**src/rtl/instr_fetch_unit.sv**
```systemverilog
// Instruction fetch stage: owns the PC, issues single-outstanding word fetches
// and delivers {instruction, PC} to decode through an output register plus one skid entry.
module instr_fetch_unit #(
  parameter logic [31:0] RESET_PC  = 32'h0000_0000,
  parameter logic [31:0] NOP_INSTR = 32'h0000_0013,
  localparam int unsigned XLEN     = 32
) (
  input  logic            clk,
  input  logic            rst_n,
  output logic            imem_req,
  output logic [XLEN-1:0] imem_addr,
  input  logic            imem_gnt,
  input  logic            imem_rvalid,
  input  logic [XLEN-1:0] imem_rdata,
  input  logic            redirect_valid,
  input  logic [XLEN-1:0] redirect_pc,
  output logic            instr_valid,
  input  logic            instr_ready,
  output logic [XLEN-1:0] instr_out,
  output logic [XLEN-1:0] pc_out
);

  typedef enum logic [1:0] {
    IDLE = 2'd0,
    REQ  = 2'd1,
    WAIT = 2'd2
  } fetchState_e;

  fetchState_e     state;
  logic [XLEN-1:0] pcQ;
  logic            drop;
  logic            skidValid;
  logic [XLEN-1:0] skidInstr;
  logic [XLEN-1:0] skidPc;

  logic            xfer;
  logic            granted;
  logic            capture;
  logic            toOut;
  logic            toSkid;
  logic            skidValidD;
  logic [XLEN-1:0] pcRedir;
  logic [XLEN-1:0] pcInc;

  assign xfer    = instr_valid & instr_ready;
  assign granted = imem_req & imem_gnt;
  // A response is only meaningful in WAIT; stale ones elsewhere are ignored.
  assign capture = (state == WAIT) & imem_rvalid & ~drop & ~redirect_valid;
  assign toOut   = capture & (~instr_valid | xfer) & ~skidValid;
  assign toSkid  = capture & ~toOut;
  assign pcRedir = redirect_pc & ~XLEN'(3);
  assign pcInc   = pcQ + XLEN'(4);

  // Skid occupancy after this edge; a full skid suppresses the next request.
  assign skidValidD = redirect_valid ? 1'b0 :
                      toSkid         ? 1'b1 :
                      xfer           ? 1'b0 : skidValid;

  // Fetch FSM and registered memory request.
  always_ff @(posedge clk or negedge rst_n) begin
    if (!rst_n) begin
      state     <= IDLE;
      pcQ       <= RESET_PC;
      drop      <= 1'b0;
      imem_req  <= 1'b0;
      imem_addr <= RESET_PC;
    end else begin
      case (state)
        IDLE: begin
          state    <= REQ;
          imem_req <= ~skidValidD;
          if (redirect_valid) begin
            pcQ       <= pcRedir;
            imem_addr <= pcRedir;
          end else begin
            imem_addr <= pcQ;
          end
        end
        REQ: begin
          if (redirect_valid) begin
            pcQ       <= pcRedir;
            imem_addr <= pcRedir;
          end
          if (granted) begin
            state    <= WAIT;
            imem_req <= 1'b0;
            if (redirect_valid) drop <= 1'b1;
          end else begin
            imem_req <= ~skidValidD;
          end
        end
        WAIT: begin
          imem_req <= 1'b0;
          if (redirect_valid) begin
            pcQ       <= pcRedir;
            imem_addr <= pcRedir;
          end
          if (imem_rvalid) begin
            state    <= REQ;
            drop     <= 1'b0;
            imem_req <= ~skidValidD;
            if (!drop && !redirect_valid) begin
              pcQ       <= pcInc;
              imem_addr <= pcInc;
            end
          end else if (redirect_valid) begin
            drop <= 1'b1;
          end
        end
        default: begin
          state    <= IDLE;
          imem_req <= 1'b0;
        end
      endcase
    end
  end

  // Output register and skid entry, kept in program order.
  always_ff @(posedge clk or negedge rst_n) begin
    if (!rst_n) begin
      instr_valid <= 1'b0;
      instr_out   <= NOP_INSTR;
      pc_out      <= RESET_PC;
      skidValid   <= 1'b0;
      skidInstr   <= NOP_INSTR;
      skidPc      <= RESET_PC;
    end else if (redirect_valid) begin
      instr_valid <= 1'b0;
      instr_out   <= NOP_INSTR;
      skidValid   <= 1'b0;
    end else begin
      if (xfer) begin
        if (skidValid) begin
          instr_out <= skidInstr;
          pc_out    <= skidPc;
        end else if (toOut) begin
          instr_out <= imem_rdata;
          pc_out    <= pcQ;
        end else begin
          instr_valid <= 1'b0;
          instr_out   <= NOP_INSTR;
        end
      end else if (toOut) begin
        instr_valid <= 1'b1;
        instr_out   <= imem_rdata;
        pc_out      <= pcQ;
      end
      if (toSkid) begin
        skidValid <= 1'b1;
        skidInstr <= imem_rdata;
        skidPc    <= pcQ;
      end else if (xfer) begin
        skidValid <= 1'b0;
      end
    end
  end

endmodule
```
**config.mk**
```make
export PLATFORM = sky130hd
export DESIGN_NAME = instr_fetch_unit
export DESIGN_NICKNAME = d
export VERILOG_FILES = /design/src/rtl/instr_fetch_unit.sv
export SDC_FILE = /design/constraint.sdc
export NUM_CORES = 1
export LEC_CHECK = 0
export BUFFER_PORTS_ARGS = -buffer_cell sky130_fd_sc_hd__buf_4
export CAP_MARGIN = 20
export CELL_PAD_IN_SITES_DETAIL_PLACEMENT = 1
export CELL_PAD_IN_SITES_GLOBAL_PLACEMENT = 2
export CORE_ASPECT_RATIO = 2
export CORE_MARGIN = 1
export CORE_UTILIZATION = 36
export DETAILED_ROUTE_END_ITERATION = 6
export PLACE_DENSITY_LB_ADDON = 0.25
export SLEW_MARGIN = 10
export SYNTH_ARGS = -nofsm -noshare
export SYNTH_HDL_FRONTEND = slang
export SYNTH_SLANG_ARGS = --single-unit
```
**constraint.sdc**
```tcl
create_clock -name clk -period 3.2 [get_ports clk]
set_clock_uncertainty 0.2 [all_clocks]
set_input_delay 0.16 -clock clk [delete_from_list [all_inputs] [get_ports clk]]
set_output_delay 0.16 -clock clk [all_outputs]
set_load 0.05 [all_outputs]
```
# After elaboration in Yosys (flattened, before gate mapping)
# Index checks and enable logic that the tools add are counted.
dict set report totals {
  regBits 198
  input_bits 70
  out_inout_bits 98
  elab_cells 80
}
dict set report classes {
  n_addsub 1
  n_eq_ne 6
  n_mux 34
  bitwise 15
  n_reduce_logical 13
}
# operator count
set ops {}
lappend ops {{$mux W32} 14}
lappend ops {{$pmux W32 S3} 1}
lappend ops {{$pmux W32 S2} 1}
lappend ops {{$add A32 B3 Y32 const B} 1}
lappend ops {{$mux W1} 13}
lappend ops {{$and A1 B1 Y1} 8}
lappend ops {{$ne A3 B3 Y1 const B} 2}
lappend ops {{$not A1 Y1} 6}
lappend ops {{$pmux W2 S3} 1}
lappend ops {{$reduce_and A2 Y1} 3}
lappend ops {{$reduce_bool A3 Y1} 2}
lappend ops {{$mux W2} 2}
lappend ops {{$ne A2 B2 Y1 const B} 2}
lappend ops {{$reduce_bool A2 Y1} 2}
lappend ops {{$pmux W1 S3} 1}
lappend ops {{$reduce_and A3 Y1} 1}
lappend ops {{$eq A2 B1 Y1 const B} 1}
lappend ops {{$eq A2 B2 Y1 const B} 1}
lappend ops {{$logic_not A1 Y1} 2}
lappend ops {{$logic_not A2 Y1} 1}
lappend ops {{$pmux W1 S2} 1}
lappend ops {{$reduce_or A2 Y1} 1}
lappend ops {{$logic_and A1 B1 Y1} 1}
lappend ops {{$or A1 B1 Y1} 1}

# Depth between registers and ports, before layout
# Gate-level depths: netlist of the first run.
dict set report logic_depth {
  word_depth 13
  depth_mapped 10
  mapped_depth_nobuf 7
}

# Least setup slack after synthesis of the first run
# No wires, ideal clock.
dict set report synth_timing {
  path_type {reg-to-reg}
  from {reg state[0]}
  to {reg pc_out[0]}
  setup_time_ns 0.073
  arrival_ns 2.054
  required_time_ns 2.927
  slack_ns 0.873
  stages_incl_launch_ff 11
  n_path_buf 3
  period_less_slack_ns 2.327
  path_cell_list {dfrtp_1 > inv_1 > ha_1 > buf_4 > nand3b_2 > nand2b_4 > or3_1 > buf_2 > a21oi_4 > buf_6 > a2bb2oi_2}
}
dict set report synth_via {
  elab_chain_cells 9
}
# element line
set synth_lines {}
lappend synth_lines {{start: declaration} 29} ;# fetchState_e state;
lappend synth_lines {{start signal: assignment} 62} ;# state <= IDLE;
lappend synth_lines {{start signal: assignment} 70} ;# state <= REQ;
lappend synth_lines {{start signal: assignment} 85} ;# state <= WAIT;
lappend synth_lines {{$eq A2 B2 Y1 (*)} 48} ;# assign capture = (state == WAIT) & imem_rvalid & ~drop & ~redirect_valid;
lappend synth_lines {{$and A1 B1 Y1 (*) (3 in series)} 48}
lappend synth_lines {{$and A1 B1 Y1 (*) (2 in series)} 49} ;# assign toOut = capture & (~instr_valid | xfer) & ~skidValid;
lappend synth_lines {{$mux W32 (*)} --}
lappend synth_lines {{$mux W32} --}
lappend synth_lines {{$mux W32 (*)} --}
lappend synth_lines {{end signal: assignment} 135} ;# pc_out <= skidPc;
lappend synth_lines {{end signal: assignment} 138} ;# pc_out <= pcQ;
lappend synth_lines {{end signal: assignment} 146} ;# pc_out <= pcQ;
lappend synth_lines {{end: declaration} 20} ;# output logic [XLEN-1:0] pc_out
# Every way passes the cells marked *; elsewhere a longest branch is shown, timed or not.
# A chain may end at the register's enable or synchronous reset.

# Worst setup path after layout of the first run
dict set report layout_timing {
  from {reg state[0]}
  to {reg pc_out[6]}
}
# The elaborated chain is that of the path after synthesis.

==> results_tabular.tex, run 1 <==
\begin{tabular}{lr}
\hline
Metric & Value \\
\hline
\multicolumn{2}{l}{\textbf{Outcome}} \\
\quad Outcome & completed \\
\multicolumn{2}{l}{\textbf{Global routing}} \\
\quad Overflow left after global routing & 0 \\
\quad Initial antenna violation count & 0 \\
\quad Pin count of the biggest net entering global routing & 93 \\
\quad Vias in the first global route & 9864 \\
\quad Total routing usage reported by global routing & 0.254 \\
\quad Wire length of the first global-routing pass & 56700 um \\
\multicolumn{2}{l}{\textbf{STA}} \\
\quad Endpoints failing setup & 0 \\
\quad Final Hold Violating Endpoints & 0 \\
\quad Final critical path time including I/O delays and setup & about 2.9 ns \\
\quad Tightest Pin Transition & 0.843 ns \\
\quad Period utilisation layout & 0.906 \\
\quad Relative slew margins & 0.438 \\
\quad Unrepaired setup endpoints after global routing & false \\
\quad TNS Setup & 0 ns \\
\quad Final Max Slew Viols & 0 \\
\quad Worst path setup slack after routing & 0.301 ns \\
\quad Fmax & 0.345 GHz \\
\multicolumn{2}{l}{\textbf{Routing}} \\
\quad Post-DR vias/cell & between 5 and 6 \\
\quad Post-DR wirelength/cell & 22.2 um \\
\quad Remaining number of nets flagged by the antenna check after routing & 0 \\
\quad Count of TritonRoute iterations in the first routing pass & 4 \\
\quad Vias post-DR & just over 9000 \\
\quad Number of DRC markers after the initial detailed-route iteration & 368 \\
\quad Remaining routing DRC violations & 0 \\
\quad Total wirelength of the detailed-routed design & roughly 36000 um \\
\multicolumn{2}{l}{\textbf{Final layout}} \\
\quad Synthesis-to-layout area growth & 28.7\% \\
\quad Most common cell after layout, fill and taps aside & sky130\_fd\_sc\_hd\_\_buf\_4 \\
\quad Commonest cells after routing, fill and taps aside & sky130\_fd\_sc\_hd\_\_buf\_4, sky130\_fd\_sc\_hd\_\_dfrtp\_1, sky130\_fd\_sc\_hd\_\_nand2\_1 \\
\quad Storage cell area & 4960 sq um \\
\quad Final instance area & around 13000 sq um \\
\quad Area occupied by multi-input gates & 5000 sq um \\
\quad Total inserted antenna cells & 0 \\
\quad Fill cell total of the finished layout & between 3000 and 4000 \\
\quad Share of cells above drive strength 1 & 0.275 \\
\quad Nets & 1343 \\
\multicolumn{2}{l}{\textbf{Placement}} \\
\quad Total cell area at the placement stage & 12200 sq um \\
\quad Worst setup slack before clock tree synthesis & between 0.15 and 0.2 ns \\
\quad Post-DP HPWL & 25900 um \\
\quad Final Wtd Congestion & 0.873 \\
\quad Number of input and output port buffers inserted & 165 \\
\multicolumn{2}{l}{\textbf{Logic synthesis}} \\
\quad Cell taking the most area after synthesis & sky130\_fd\_sc\_hd\_\_dfrtp\_1 \\
\quad Combined area of all synthesized cells & 10500 sq um \\
\quad Cells taking the most area after synthesis & sky130\_fd\_sc\_hd\_\_dfrtp\_1, sky130\_fd\_sc\_hd\_\_mux2\_2, sky130\_fd\_sc\_hd\_\_o21ai\_0 \\
\quad Syn. warnings & 0 \\
\quad Nets in the synthesized netlist & 1139 \\
\quad Proportion of register bits with asynchronous set or reset after synthesis & 1.00 \\
\quad Yosys reg bits & 198 \\
\quad Syn Area/Cell & around 9.8 sq um \\
\quad Sequential area share after synthesis & 0.474 \\
\quad Main flop type after synthesis & sky130\_fd\_sc\_hd\_\_dfrtp\_1 \\
\quad Post-synthesis instance total & 1063 \\
\quad Yosys cell types & 68 \\
\quad Share of Yosys cell area claimed by the top area cell type & 0.459 \\
\quad Number of synthesized flops with an enable pin & 0 \\
\multicolumn{2}{l}{\textbf{Hold path}} \\
\quad Hold Crit Class & in -> reg \\
\multicolumn{2}{l}{\textbf{Die}} \\
\quad Total number of placement rows & 88 \\
\quad Number of I/O pins & roughly 170 \\
\quad Core Box Area & between 20000 and 30000 sq um \\
\quad Die extent in x & 123 um \\
\quad Starting Density & 0.364 \\
\quad Height of the die & $\sim$240 um \\
\quad Floorplan die area & 29800 sq um \\
\multicolumn{2}{l}{\textbf{Pwr}} \\
\quad Power density over the cells & between 800 and 900 nW/um\^{}2 \\
\quad Share of power burned in the clock network & 0.208 \\
\quad Part of the total power dissipated in sequential elements & 0.328 \\
\quad Net switching share of the total power & 0.447 \\
\quad Static Leakage & between 6 and 7 nW \\
\quad Internal portion of total power & 6.03 mW \\
\quad Part of the power in combinational logic & 0.465 \\
\quad Reported net switching power & 4.87 mW \\
\quad Highest ir drop seen on vdd & 0.000454 V \\
\multicolumn{2}{l}{\textbf{Worst setup path}} \\
\quad Crit end category & flop \\
\quad WP data arrival & approximately 3 ns \\
\quad Setup crit start kind & flop \\
\quad Maximum fanout count along the critical path & 20 \\
\quad Required @ worst endpoint & $\sim$3.4 ns \\
\quad Worst Path Class, Setup & reg -> reg \\
\multicolumn{2}{l}{\textbf{Job}} \\
\quad Max-cap check violation count & 0 \\
\multicolumn{2}{l}{\textbf{CTS}} \\
\quad Latest clock arrival within the worst-skew pair & 0.45 ns \\
\quad Clock root buffer & sky130\_fd\_sc\_hd\_\_clkbuf\_16 \\
\quad Clock buffers created by TritonCTS & 17 \\
\quad H-tree depth & 4 \\
\quad TritonCTS clock tree & done \\
\quad Count of clock tree sinks & 198 \\
\quad Post-CTS clock slew at the launch and capture registers of the worst setup and hold paths & 0.07 ns \\
\quad Clk buf depth & 2 \\
\hline
\end{tabular}
[final timing paths]
path / start / endpoint / slack (ns) / cells after the start
worst max-delay path: state[0] / pc_out[6] / 0.30 / 8
worst max register to register: state[0] / pc_out[6] / 0.30 / 8
worst min-delay path: redirect_pc[4] / imem_addr[4] / 0.02 / 4
max in group asynchronous: rst_n / instr_out[4] / 1.78 / 3
min in group asynchronous: rst_n / instr_out[26] / 0.15 / 2
worst min register to register: instr_out[20] / instr_out[20] / 0.29 / 2
[synth_stat cells, drive strengths merged, types with 6 or more instances]
master   instances
o22ai           48
dfstp            6
clkbuf          54
nor3             9
nor2            29
nor4             9
a211oi           8
o21ai          121
and4             6
a32oi            8
mux2i           21
nand3           23
nand2b           7
ha               6
a31oi            9
and3            11
nand4            8
inv             29
mux2            59
xnor2           16
nand2          122
o221ai           8
a2bb2oi         31
a21oi           79
o31ai            6
buf             41
dfrtp          192
a22oi           31
a21boi           9
[timing repair]
| action | 4_1_cts | 5_1_grt |
|---|---|---|
| hold endpoints to repair | 208 | 0 |
| endpoints found under the setup margin | 0 | 3 |
| hold buffers | 66 | 0 |
| gates resized for setup | 0 | 1 |
| setup buffers | 0 | 0 |
[worst max-delay path, cell delays in order, from the launching register on]
cell and delay, ns:
sky130_fd_sc_hd__dfrtp_1 0.43, sky130_fd_sc_hd__inv_1 0.11, sky130_fd_sc_hd__ha_1 0.38, sky130_fd_sc_hd__nand3b_2 0.16
sky130_fd_sc_hd__nand2b_4 0.17, sky130_fd_sc_hd__or3_1 0.59, sky130_fd_sc_hd__a21oi_4 0.24, sky130_fd_sc_hd__buf_4 0.36
sky130_fd_sc_hd__a2bb2oi_2 0.16
[power groups by stage]
| stage | Sequential, mW | Combinational [mW] | Clock, mW |
|---|---|---|---|
| after floorplan | 4.64 | 2.09 | 0 |
| after global placement | 3.60 | 4.92 | 0 |
| after detailed placement | 3.61 | 5.01 | 0 |
| after CTS | 3.57 | 5.10 | 2.33 |
| after global routing | 3.64 | 5.41 | 2.42 |
| final | 3.57 | 5.06 | 2.26 |
[logic make-up (layout without fill, tap and decap cells)]
group | after synthesis | in the layout | share of synthesized area
DFF | 198 | 198 | 0.474
and+or+nand+nor | 244 | 244 | 0.114
AOI/OAI and AO/OA | 393 | 393 | 0.256
buffers and inverters | 124 | 340 | 0.0502
xor gates and xnor gates | 18 | 18 | 0.0151
adders and majority gates | 6 | 6 | 0.00717
muxes | 80 | 80 | 0.0835
[sequential cells by signal, indices dropped and copies added, names as in the netlist]
| register | count |
|---|---|
| imem_addr | 32 |
| instr_out | 32 |
| pcQ | 32 |
| pc_out | 32 |
| skidInstr | 32 |
| skidPc | 32 |
| state | 2 |
| drop | 1 |
| imem_req | 1 |
| instr_valid | 1 |
| skidValid | 1 |
[layout make-up]
cell class / instances / share of cell area
clock buffers: 20 / 0.0339
clock inverters: 11 / 0.0109
inverters: 29 / 0.00808
multi-input cells: 741 / 0.371
flip-flops and latches: 198 / 0.368
well taps: 360 / 0.0334
repair buffers: 280 / 0.175
[routing by layer]
metal  wire length (um)  GRT usage  vias up
met5                  0          0        -
met4               1600      0.127        0
met3               1160     0.0378       67
met2              19900      0.468      223
met1              13600      0.273     4665
li1                   -          -     4309
[metrics by stage]
stage	utilization	cells	hold slack, ns	power (mW)
global route	0.469	1639	0.0562	11.5
global placement	0.424	1541	0.118	8.52
floorplan	-	1063	-0.336	6.73
detailed placement	0.425	1542	0.103	8.62
finish	0.469	1639	0.0178	10.9
CTS	0.469	1639	0.0169	11.0
Note: power is estimated with default switching activity, not from simulation.
==> run 2: changes to the inputs <==
- CORE_MARGIN: 1 -> unset
- GPL_TIMING_DRIVEN: unset -> 0
- RECOVER_POWER: unset -> 25
==> results_tabular.tex, run 2 (same netlist as run 1, synthesis figures left out) <==
\begin{tabular}{lr}
\hline
Metric & Value \\
\hline
\multicolumn{2}{l}{\textbf{Pwr}} \\
\quad Internal portion of total power & 5.48 mW \\
\quad Share of power burned in the clock network & 0.203 \\
\quad Part of the power in combinational logic & 0.471 \\
\quad Static Leakage & 5.78 nW \\
\quad Highest ir drop seen on vdd & 0.000428 V \\
\quad Net switching share of the total power & 0.483 \\
\quad Power, Total & 10.6 mW \\
\quad Part of the total power dissipated in sequential elements & 0.326 \\
\quad Reported net switching power & roughly 5.1 mW \\
\quad Power density over the cells & approximately 810 nW/um\^{}2 \\
\multicolumn{2}{l}{\textbf{Global routing}} \\
\quad Vias in the first global route & 10600 \\
\quad Total routing usage reported by global routing & 0.295 \\
\quad Wire length of the first global-routing pass & 63500 um \\
\quad Initial antenna violation count & 0 \\
\quad Overflow left after global routing & 0 \\
\quad Pin count of the biggest net entering global routing & 92 \\
\multicolumn{2}{l}{\textbf{STA}} \\
\quad Period utilisation layout & 0.969 \\
\quad Relative slew margins & 0.0958 \\
\quad Final Hold Violating Endpoints & 0 \\
\quad Final critical path time including I/O delays and setup & 3.10 ns \\
\quad Unrepaired setup endpoints after global routing & false \\
\quad Tightest Pin Transition & around 1.4 ns \\
\quad Endpoints failing setup & 0 \\
\quad Final Max Slew Viols & 0 \\
\quad Fmax & 0.323 GHz \\
\multicolumn{2}{l}{\textbf{Routing}} \\
\quad Total wirelength of the detailed-routed design & 42600 um \\
\quad Remaining number of nets flagged by the antenna check after routing & 0 \\
\quad Remaining routing DRC violations & 0 \\
\quad Number of DRC markers after the initial detailed-route iteration & 416 \\
\quad Count of TritonRoute iterations in the first routing pass & 5 \\
\quad Vias post-DR & just under 10000 \\
\quad Post-DR wirelength/cell & 25.2 um \\
\quad Post-DR vias/cell & 5.83 \\
\multicolumn{2}{l}{\textbf{Final layout}} \\
\quad Fill cell total of the finished layout & 3302 \\
\quad Layout Cells excl Fill & 1689 \\
\quad Total inserted antenna cells & 0 \\
\quad Share of cells above drive strength 1 & 0.184 \\
\quad Storage cell area & approximately 5000 sq um \\
\quad Most common cell after layout, fill and taps aside & sky130\_fd\_sc\_hd\_\_dfrtp\_1 \\
\quad Area occupied by multi-input gates & 4980 sq um \\
\quad Synthesis-to-layout area growth & 24.9\% \\
\quad Nets & between 1000 and 1500 \\
\quad Commonest cells after routing, fill and taps aside & sky130\_fd\_sc\_hd\_\_dfrtp\_1, sky130\_fd\_sc\_hd\_\_clkbuf\_1, sky130\_fd\_sc\_hd\_\_nand2\_1 \\
\multicolumn{2}{l}{\textbf{Worst setup path}} \\
\quad Cell with the biggest individual delay on the critical path & sky130\_fd\_sc\_hd\_\_clkbuf\_1 \\
\quad WP data arrival & 3.28 ns \\
\quad Crit-path most repeated cell & sky130\_fd\_sc\_hd\_\_a21oi\_1 \\
\quad R2r setup slk & 0.1 ns \\
\quad Endpoint of the worst setup timing path & pcQ[26] \\
\quad Depth of the critical timing path with buffers and inverters included & 8 \\
\quad Maximum fanout count along the critical path & 10 \\
\quad Worst Path Class, Setup & reg -> reg \\
\quad Depth of the most critical reg-to-reg path & 8 \\
\quad Source of the worst register-to-register timing path & state[0] \\
\quad CP startpoint & state[0] \\
\quad End of the worst register-to-register path & pcQ[26] \\
\quad Required @ worst endpoint & approximately 3.4 ns \\
\quad Crit end category & flop \\
\quad CP Cell Sequence & inv\_1, ha\_1, buf\_4, nand3b\_2, a21oi\_1, clkbuf\_1, o22ai\_1, a21oi\_1 \\
\quad CP Buf/Inv Count & 3 \\
\quad Stage delay of the slowest cell on the critical path & 0.75 ns \\
\quad Setup crit start kind & flop \\
\quad Gate family responsible for the most delay along the worst path & buffers and inverters \\
\multicolumn{2}{l}{\textbf{CTS}} \\
\quad H-tree depth & 4 \\
\quad Clock buffers created by TritonCTS & 17 \\
\quad Clk buf depth & 2 \\
\quad Count of clock tree sinks & 198 \\
\quad Clock root buffer & sky130\_fd\_sc\_hd\_\_clkbuf\_16 \\
\quad Post-CTS clock slew at the launch and capture registers of the worst setup and hold paths & 0.08 ns \\
\quad TritonCTS clock tree & done \\
\quad Latest clock arrival within the worst-skew pair & 0.46 ns \\
\multicolumn{2}{l}{\textbf{Die}} \\
\quad Core Box Area & 28700 sq um \\
\quad Total number of placement rows & 88 \\
\quad Starting Density & 0.364 \\
\quad Die extent in x & 123 um \\
\quad Number of I/O pins & 168 \\
\quad Floorplan die area & just under 30000 sq um \\
\quad Height of the die & between 200 and 250 um \\
\multicolumn{2}{l}{\textbf{Placement}} \\
\quad Number of input and output port buffers inserted & 164 \\
\quad Final Wtd Congestion & 0.949 \\
\quad Post-DP HPWL & 32000 um \\
\quad Placed Cells incl. Taps & 1591 \\
\multicolumn{2}{l}{\textbf{Job}} \\
\quad Max-cap check violation count & 0 \\
\multicolumn{2}{l}{\textbf{Hold path}} \\
\quad Hold path start & redirect\_pc[3] \\
\quad Hold Crit Class & in -> reg \\
\multicolumn{2}{l}{\textbf{Outcome}} \\
\quad Outcome & completed \\
\hline
\end{tabular}
## run 2: timing repair
item	CTS	global route
hold buffers	66	0
setup endpoints to repair	11	3
hold endpoints to repair	222	0
buffers inserted	0	0
resized for setup	2	4
## run 2: worst min-delay path by stage
stage / depth (start not counted) / slack, ns / end
after floorplan: 0 / -0.34 / drop
after global placement: 2 / 0.21 / skidInstr[0]
after detailed placement: 1 / -0.18 / instr_out[28]
after CTS: 5 / 0.02 / pcQ[3]
after global routing: 5 / 0.06 / imem_addr[3]
final: 5 / 0.04 / pcQ[3]
## run 2: final cells by class
cell class | instances | share of cell area
tap | 360 | 0.0344
multi-input combinational | 741 | 0.381
inverter | 29 | 0.00833
clock inverter | 10 | 0.00699
timing repair buffer | 234 | 0.121
clock buffer | 22 | 0.0363
buffer | 95 | 0.0322
sequential | 198 | 0.380
## run 2: power groups by stage
stage	clock (mW)	combinational, mW	sequential (mW)
2_1_floorplan	0	2.09	4.64
3_3_place_gp	0	5.07	3.48
3_5_place_dp	0	5.19	3.50
4_1_cts	2.19	5.28	3.46
5_1_grt	2.26	5.28	3.51
6_report	2.15	4.99	3.45
## run 2: tightest hold or removal path, cell delays in order
cell and delay, ns:
sky130_fd_sc_hd__buf_4 0.10, sky130_fd_sc_hd__mux2i_1 0.09, sky130_fd_sc_hd__nand2_1 0.07, sky130_fd_sc_hd__o21ai_0 0.09, sky130_fd_sc_hd__o21ai_0 0.15
## run 2: routing by layer
metal / GRT usage / routed length [um]
met5: 0 / 0
met4: 0.247 / 3860
met3: 0.0418 / 1640
met2: 0.536 / 22700
met1: 0.282 / 14300
## run 2: stage by stage
step / setup TNS [ns] / hold slack (ns) / cell area (sq um) / util / worst slack (ns)
detailed placement: -0.509 / -0.182 / 12200 / 0.426 / -0.108
global placement: -0.0285 / 0.205 / 12200 / 0.423 / -0.0203
global route: 0 / 0.0621 / 13100 / 0.455 / 0.0258
CTS: 0 / 0.0170 / 13500 / 0.469 / 0.0798
finish: 0 / 0.0380 / 13100 / 0.455 / 0.0994
floorplan: 0 / -0.336 / 10500 / - / 0.873
==> run 3: changes to the inputs <==
- RECOVER_POWER: 25 -> 50
==> results_tabular.tex, run 3 (same netlist as run 1, synthesis figures left out) <==
\begin{tabular}{lr}
\hline
Metric & Value \\
\hline
\multicolumn{2}{l}{\textbf{STA}} \\
\quad Worst-case hold slack & 0.0374 ns \\
\quad Endpoints failing setup & 0 \\
\quad Final critical path time including I/O delays and setup & 3.11 ns \\
\quad Worst path setup slack after routing & 0.0908 ns \\
\quad Relative slew margins & 0.0986 \\
\quad Unrepaired setup endpoints after global routing & false \\
\quad Tightest Pin Transition & 1.35 ns \\
\quad Fmax & about 0.32 GHz \\
\quad Final Max Slew Viols & 0 \\
\quad Final Hold Violating Endpoints & 0 \\
\quad Period utilisation layout & 0.972 \\
\multicolumn{2}{l}{\textbf{Final layout}} \\
\quad Total inserted antenna cells & 0 \\
\quad Share of cells above drive strength 1 & 0.180 \\
\quad Area occupied by multi-input gates & roughly 5000 sq um \\
\quad Fill cell total of the finished layout & between 3000 and 4000 \\
\quad Commonest cells after routing, fill and taps aside & sky130\_fd\_sc\_hd\_\_dfrtp\_1, sky130\_fd\_sc\_hd\_\_clkbuf\_1, sky130\_fd\_sc\_hd\_\_nand2\_1 \\
\quad Nets & 1392 \\
\quad Storage cell area & between 4000 and 5000 sq um \\
\quad Most common cell after layout, fill and taps aside & sky130\_fd\_sc\_hd\_\_dfrtp\_1 \\
\quad Synthesis-to-layout area growth & 24.7\% \\
\quad Final instance area & between 10000 and 15000 sq um \\
\multicolumn{2}{l}{\textbf{CTS}} \\
\quad Latest clock arrival within the worst-skew pair & 0.46 ns \\
\quad Count of clock tree sinks & a little under 200 \\
\quad H-tree depth & 4 \\
\quad Post-CTS clock slew at the launch and capture registers of the worst setup and hold paths & about 0.08 ns \\
\quad Clock buffers created by TritonCTS & 17 \\
\quad Clk buf depth & 2 \\
\quad Clock root buffer & sky130\_fd\_sc\_hd\_\_clkbuf\_16 \\
\quad TritonCTS clock tree & done \\
\multicolumn{2}{l}{\textbf{Routing}} \\
\quad Vias post-DR & 9852 \\
\quad Post-DR wirelength/cell & 25.2 um \\
\quad Post-DR vias/cell & 5.83 \\
\quad Count of TritonRoute iterations in the first routing pass & 5 \\
\quad Number of DRC markers after the initial detailed-route iteration & roughly 420 \\
\quad Total wirelength of the detailed-routed design & 42600 um \\
\quad Remaining number of nets flagged by the antenna check after routing & 0 \\
\quad Remaining routing DRC violations & 0 \\
\multicolumn{2}{l}{\textbf{Worst setup path}} \\
\quad Crit-path most repeated cell & sky130\_fd\_sc\_hd\_\_a21oi\_1 \\
\quad Worst Path Class, Setup & reg -> reg \\
\quad Required @ worst endpoint & about 3.4 ns \\
\quad Stage delay of the slowest cell on the critical path & 0.75 ns \\
\quad Cell with the biggest individual delay on the critical path & sky130\_fd\_sc\_hd\_\_clkbuf\_1 \\
\quad Setup crit start kind & flop \\
\quad WP data arrival & 3.29 ns \\
\quad CP Cell Sequence & inv\_1, ha\_1, buf\_4, nand3b\_2, a21oi\_1, clkbuf\_1, o22ai\_1, a21oi\_1 \\
\quad Gate family responsible for the most delay along the worst path & buffers and inverters \\
\quad Maximum fanout count along the critical path & 10 \\
\quad Crit end category & flop \\
\quad CP Buf/Inv Count & 3 \\
\multicolumn{2}{l}{\textbf{Pwr}} \\
\quad Part of the power in combinational logic & 0.471 \\
\quad Static Leakage & approximately 5.8 nW \\
\quad Highest ir drop seen on vdd & 0.000428 V \\
\quad Power, Total & roughly 11 mW \\
\quad Reported net switching power & 5.11 mW \\
\quad Share of power burned in the clock network & 0.203 \\
\quad Part of the total power dissipated in sequential elements & 0.326 \\
\quad Net switching share of the total power & 0.483 \\
\quad Power density over the cells & around 810 nW/um\^{}2 \\
\quad Internal portion of total power & about 5.5 mW \\
\multicolumn{2}{l}{\textbf{Global routing}} \\
\quad Initial antenna violation count & 0 \\
\quad Total routing usage reported by global routing & 0.295 \\
\quad Wire length of the first global-routing pass & 63500 um \\
\quad Pin count of the biggest net entering global routing & 92 \\
\quad Vias in the first global route & 10600 \\
\quad Overflow left after global routing & 0 \\
\multicolumn{2}{l}{\textbf{Placement}} \\
\quad Final Wtd Congestion & 0.949 \\
\quad Number of input and output port buffers inserted & around 160 \\
\quad Post-DP HPWL & 32000 um \\
\quad Worst setup slack before clock tree synthesis & -0.108 ns \\
\quad Total cell area at the placement stage & 12200 sq um \\
\multicolumn{2}{l}{\textbf{Die}} \\
\quad Number of I/O pins & 168 \\
\quad Floorplan die area & 29800 sq um \\
\quad Starting Density & 0.364 \\
\quad Die extent in x & 123 um \\
\quad Height of the die & 243 um \\
\quad Core Box Area & 28700 sq um \\
\quad Total number of placement rows & 88 \\
\multicolumn{2}{l}{\textbf{Outcome}} \\
\quad Outcome & completed \\
\multicolumn{2}{l}{\textbf{Job}} \\
\quad Max-cap check violation count & 0 \\
\multicolumn{2}{l}{\textbf{Hold path}} \\
\quad Hold Crit Class & in -> reg \\
\hline
\end{tabular}
-- run 3: area by class of cell --
type	instances	area share
Tap cell	360	0.0345
Inverter	29	0.00834
Multi-Input combinational cell	741	0.382
Buffer	95	0.0322
Timing Repair Buffer	234	0.120
Clock buffer	22	0.0363
Clock inverter	10	0.00700
Sequential cell	198	0.380
-- run 3: stage by stage --
| step | TNS [ns] | instances | utilization |
|---|---|---|---|
| floorplan | 0 | 1063 | - |
| global placement | -0.0285 | 1587 | 0.423 |
| detailed placement | -0.509 | 1591 | 0.426 |
| CTS | 0 | 1689 | 0.469 |
| global route | 0 | 1689 | 0.454 |
| finish | 0 | 1689 | 0.454 |
-- run 3: power groups by stage --
stage          sequential (mW)  clock, mW  combinational (mW)
2_1_floorplan             4.64          0                2.09
3_5_place_dp              3.50          0                5.19
5_1_grt                   3.51       2.26                5.27
6_report                  3.45       2.15                4.98
3_3_place_gp              3.48          0                5.07
4_1_cts                   3.46       2.19                5.28
-- run 3: final timing paths --
| path | start | to | slack, ns | cells after the start |
|---|---|---|---|---|
| min in group asynchronous | rst_n | instr_out[28] | 0.99 | 4 |
| max in group asynchronous | rst_n | pcQ[17] | 0.69 | 5 |
| min | redirect_pc[3] | pcQ[3] | 0.04 | 5 |
| min reg2reg | instr_out[21] | instr_out[21] | 0.28 | 2 |
| max reg2reg | state[0] | pcQ[26] | 0.09 | 8 |
| max | state[0] | pcQ[26] | 0.09 | 8 |
-- run 3: worst min-delay path, cell delays in order --
cell	delay (ns)
sky130_fd_sc_hd__buf_4	0.10
sky130_fd_sc_hd__mux2i_1	0.09
sky130_fd_sc_hd__nand2_1	0.07
sky130_fd_sc_hd__o21ai_0	0.09
sky130_fd_sc_hd__o21ai_0	0.15
-- run 3: routing by layer --
layer,vias up,wire length (um),track usage
li1,4403,-,-
met1,4947,14300,0.282
met2,346,22700,0.536
met3,156,1650,0.0418
met4,0,3870,0.247
met5,-,0,0
-- run 3: timing repair --
action	4_1_cts	5_1_grt
endpoints found under the hold margin	222	0
endpoints found under the setup margin	11	3
setup buffers	0	0
hold buffers	66	0
gates resized for setup	2	4
cloned	0	0
